$ cat src/rtl/control_sequencer.sv
// Hardwired control unit: fetch/execute sequencer that drives datapath strobes from the current
// state and the opcode field of IR.
module control_sequencer (
  input  logic        clock,
  input  logic        reset,
  input  logic [31:0] IR,
  input  logic        mem_ready,
  output logic        PCout,
  output logic        Zlowout,
  output logic        MDRout,
  output logic        Cout,
  output logic        MARin,
  output logic        MDRin,
  output logic        IRin,
  output logic        PCin,
  output logic        Yin,
  output logic        Zin,
  output logic        IncPC,
  output logic        Read,
  output logic        Write,
  output logic        Gra,
  output logic        Grb,
  output logic        Grc,
  output logic        Rin,
  output logic        Rout,
  output logic        BAout,
  output logic [4:0]  alu_op,
  output logic        run,
  output logic [3:0]  step
);

  typedef enum logic [3:0] {
    StRst  = 4'd0,
    StT0   = 4'd1,
    StT1   = 4'd2,
    StT2   = 4'd3,
    StT3   = 4'd4,
    StT4   = 4'd5,
    StT5   = 4'd6,
    StT6   = 4'd7,
    StT7   = 4'd8,
    StHalt = 4'd15
  } state_e;

  localparam logic [4:0] OpLd   = 5'b00000;
  localparam logic [4:0] OpLdi  = 5'b00001;
  localparam logic [4:0] OpSt   = 5'b00010;
  localparam logic [4:0] OpAdd  = 5'b00011;
  localparam logic [4:0] OpSub  = 5'b00100;
  localparam logic [4:0] OpAnd  = 5'b00101;
  localparam logic [4:0] OpOr   = 5'b00110;
  localparam logic [4:0] OpAddi = 5'b01100;
  localparam logic [4:0] OpHalt = 5'b11011;

  state_e     state_q, state_d;
  logic [4:0] opcode;
  logic       is_rtype, is_imm, is_ld, is_st, is_exec;
  logic       unused_ir;

  assign opcode    = IR[31:27];
  assign unused_ir = ^IR[26:0];

  assign is_rtype = (opcode == OpAdd) || (opcode == OpSub) || (opcode == OpAnd) ||
                    (opcode == OpOr);
  assign is_imm   = (opcode == OpAddi) || (opcode == OpLdi);
  assign is_ld    = (opcode == OpLd);
  assign is_st    = (opcode == OpSt);
  assign is_exec  = is_rtype || is_imm || is_ld || is_st;

  always_ff @(posedge clock) begin
    if (reset) state_q <= StRst;
    else       state_q <= state_d;
  end

  always_comb begin
    state_d = state_q;
    unique case (state_q)
      StRst:  state_d = StT0;
      StT0:   state_d = StT1;
      StT1:   state_d = mem_ready ? StT2 : StT1;
      StT2: begin
        if (is_exec)               state_d = StT3;
        else if (opcode == OpHalt) state_d = StHalt;
        else                       state_d = StT0;
      end
      StT3:   state_d = StT4;
      StT4:   state_d = StT5;
      StT5:   state_d = (is_ld || is_st) ? StT6 : StT0;
      StT6: begin
        if (is_ld)      state_d = mem_ready ? StT7 : StT6;
        else if (is_st) state_d = StT7;
        else            state_d = StT0;
      end
      StT7:   state_d = (is_st && !mem_ready) ? StT7 : StT0;
      StHalt: state_d = StHalt;
      default: state_d = StRst;
    endcase
  end

  always_comb begin
    PCout   = 1'b0;
    Zlowout = 1'b0;
    MDRout  = 1'b0;
    Cout    = 1'b0;
    MARin   = 1'b0;
    MDRin   = 1'b0;
    IRin    = 1'b0;
    PCin    = 1'b0;
    Yin     = 1'b0;
    Zin     = 1'b0;
    IncPC   = 1'b0;
    Read    = 1'b0;
    Write   = 1'b0;
    Gra     = 1'b0;
    Grb     = 1'b0;
    Grc     = 1'b0;
    Rin     = 1'b0;
    Rout    = 1'b0;
    BAout   = 1'b0;
    alu_op  = 5'b00000;
    run     = (state_q != StRst) && (state_q != StHalt);
    step    = state_q;
    unique case (state_q)
      StT0: begin
        PCout = 1'b1;
        MARin = 1'b1;
        IncPC = 1'b1;
        Zin   = 1'b1;
      end
      StT1: begin
        Zlowout = 1'b1;
        Read    = 1'b1;
        MDRin   = 1'b1;
        // Load PC only once, on the completing cycle of the fetch read.
        PCin    = mem_ready;
      end
      StT2: begin
        MDRout = 1'b1;
        IRin   = 1'b1;
      end
      StT3: begin
        Grb = 1'b1;
        Yin = 1'b1;
        // ldi/ld/st use base-address semantics so R0 reads as zero.
        if (is_ld || is_st || opcode == OpLdi) BAout = 1'b1;
        else                                   Rout  = 1'b1;
      end
      StT4: begin
        Zin = 1'b1;
        if (is_rtype) begin
          Grc    = 1'b1;
          Rout   = 1'b1;
          alu_op = opcode;
        end else begin
          Cout   = 1'b1;
          alu_op = OpAdd;
        end
      end
      StT5: begin
        Zlowout = 1'b1;
        if (is_ld || is_st) begin
          MARin = 1'b1;
        end else begin
          Gra = 1'b1;
          Rin = 1'b1;
        end
      end
      StT6: begin
        if (is_ld) begin
          Read  = 1'b1;
          MDRin = 1'b1;
        end else if (is_st) begin
          Gra   = 1'b1;
          Rout  = 1'b1;
          MDRin = 1'b1;
        end
      end
      StT7: begin
        if (is_ld) begin
          MDRout = 1'b1;
          Gra    = 1'b1;
          Rin    = 1'b1;
        end else if (is_st) begin
          Write = 1'b1;
        end
      end
      default: ;
    endcase
  end

endmodule
$ cat config.mk
export PLATFORM = sky130hd
export DESIGN_NAME = control_sequencer
export DESIGN_NICKNAME = d
export VERILOG_FILES = /design/src/rtl/control_sequencer.sv
export SDC_FILE = /design/constraint.sdc
export NUM_CORES = 1
export LEC_CHECK = 0
export ABC_CLOCK_PERIOD_IN_PS = 1700
export CORE_UTILIZATION = 32
export DETAILED_ROUTE_END_ITERATION = 10
export MAX_ROUTING_LAYER = met4
export PLACE_DENSITY_LB_ADDON = 0.12
export SETUP_SLACK_MARGIN = 0.4
export SYNTH_ARGS = -nofsm -noshare
export SYNTH_HDL_FRONTEND = slang
export SYNTH_SLANG_ARGS = --single-unit
$ cat constraint.sdc
create_clock -name clock -period 1.7 [get_ports clock]
set_input_delay 0.255 -clock clock [delete_from_list [all_inputs] [get_ports clock]]
set_output_delay 0.255 -clock clock [all_outputs]
set_load 0.02 [all_outputs]
==> impl_metrics.ini <==
[floorplan]
core-area_um2 = 2230
pin_count = 64
rows = 17
dieArea_um2 = 2580
start_util_pct = 34.1
die_y_um = 50.8
chipWidth_um = 50.8

[route]
routed_wl_um = 5660
first_pass_iters = 4
vias_per_cell = 6.28
wl_per_cell_um = 23.7
via_count = 1502
ant_nets = 0
drc = 0
drt_iter0_markers = 113

[yosys]
syn_area_um2 = 761
yosysTopAreaCell = dfxtp_1
synth_flop_cell = dfxtp_1
synth_cell_type_count = 45
synthTopCellsByArea = dfxtp_1, buf_4, buf_6
synth_seq_area_share_pct = 10.5
synth-edff-count = 0
synthCells = 112
async_reset_ff_share_pct = 0
synth.avg_cell_area_um2 = 6.79
synthTopCellsByCount = nand2_1, nor2_1, buf_4
synth-seq-cells = 4
synth.top_cell.area_share_pct = 10.5
yosys_warnings = 0

[layout]
nNetsFinal = 247
largest_reg_flops = 4
diodes = 0
syn_to_final_growth_pct = 183
final_util_pct = 96.5
fin_area_um2 = 2160
drive_gt1_share_pct = 80.1

[setup_path]
critPathCapture = Rout
worstSetupStartpointType = flop
cp-end-kind = primary output
ff2ff_path_depth = 5
r2r_setup_slack_ps = 140
arrival_ps = 1660
crit_fanout = 4
worstPathRequired_ps = 1440
r2r-start = step[0]
rr_endpoint = step[0]
startpoint = step[3]
crit_type = reg -> out

[global_routing]
grt_overflow = 0
grt_antenna_before_repair = 0
grt_pass1_vias = 1209
grt_max_degree = 12
track_usage_pct = 31.0
grt_pass1_wl_um = 5750

[sta]
worst_slack_ps = -211
timing.fmax_mhz = 523
period_needed_ps = 1910
setup_viol = 9
rsz0062_at_grt = true
maxSlewViolCount = 0
skew_ps = 6.83
finalCritPeriodShare_pct = 112
hold_viol = 0

[cts]
cts-buffers-inserted = 3
worstSkewPairLatency_ps = 240
clkSlewWorstSetupHoldPaths_ps = 50
cts_max_level = 1
clock_path_buffers = 2
cts-root-buf = clkbuf_4
cts_tree = yes
clock-sinks = 4

[placed_design]
io_buffers = 34
gp_congestion = 0.921
dp_hpwl_um = 2190
place_area_um2 = 1500

[flow_run]
maxCapViolCount = 0

[pwr]
leakagePower_uw = 0.000947
ir_worst_vdd_mv = 0.461
totalPowerFinal_uw = 894
p_per_area_nw_per_um2 = 414

[run_status]
status = finished with violations
violations = setup timing

[min_path]
hp-class = in -> reg
[power by group]
part | total (uW) | internal (uW) | switching, uW
combinational | 633 | 319 | 315
sequential | 116 | 99.4 | 16.9
clock | 144 | 89.1 | 54.7
total | 894 | 507 | 386
[cell type report]
class / instances / area, um^2
timing repair buffer: 109 / 1050
multi-input combinational: 90 / 936
sequential: 4 / 95.1
fill: 43 / 77.6
tap: 28 / 35.0
clock buffer: 4 / 26.3
inverter: 4 / 17.5
[routing by layer]
metal	share of wire (%)	global-route usage, %	up-vias
li1	-	-	596
met1	34	36.6	710
met2	49	53.1	136
met3	8.4	1.82	60
met4	8.7	14.8	0
met5	0	-	-
[worst max-delay path, stage by stage (launching register included)]
cell and delay [ps]:
dfxtp_4 360, buf_4 150, nor2b_4 180, nand2b_4 90
nor4_4 240, buf_4 170, a221o_2 110, buf_6 110
[cells in the final DEF, fill, tap and decap left out, types with 3 or more instances in the layout]
| master | count |
|---|---|
| clkbuf_4 | 3 |
| nor2b_4 | 3 |
| inv_1 | 3 |
| buf_8 | 4 |
| nand2b_4 | 3 |
| buf_4 | 45 |
| nand2_1 | 7 |
| nor2_1 | 3 |
| nor2_2 | 3 |
| nor3_4 | 3 |
| nor3_1 | 3 |
| a21oi_4 | 4 |
| dfxtp_4 | 4 |
| nand2_2 | 3 |
| buf_2 | 3 |
| nor2_4 | 5 |
| buf_6 | 50 |
[worst min path at each step]
| stage | start | endpoint | slack (ps) | depth (start not counted) |
|---|---|---|---|---|
| 3_3_place_gp | step[2] | step[2] | 720 | 3 |
| 6_report | reset | step[0] | 800 | 3 |
| 5_1_grt | reset | step[0] | 800 | 3 |
| 2_1_floorplan | reset | step[0] | 420 | 2 |
| 4_1_cts | IR[27] | step[0] | 720 | 6 |
| 3_5_place_dp | step[2] | step[2] | 720 | 3 |
[per-stage QoR]
step                      hold slack (ps)  TNS (ps)  setup slack, ps  cells
final                                 804      -911             -211    239
after global routing                  801     -1400             -320    239
after CTS                             716      -338             -103    225
after detailed placement              715    -11200             -811    202
after global placement                716    -10820             -777    202
after floorplan                       421         0             8.03    113
[cell families (layout without fill, tap and decap cells)]
logic type,after synthesis,after routing,synth area share (%)
simple gates,57,57,41.3
compound gates,30,30,27.8
buf+inv,19,117,18.7
flops,4,4,10.5
other cells,1,2,0.493
xor+xnor,1,1,1.15
[repair_timing]
| action | in CTS | in global routing |
|---|---|---|
| buffers inserted | 19 | 14 |
| gates resized for setup | 202 | 58 |
| pin swaps | 18 | 17 |
| setup endpoints to repair | 31 | 31 |
| cloned | 0 | 0 |
| hold buffers | 0 | 0 |
No activity file was read; power rests on OpenSTA's default activity.
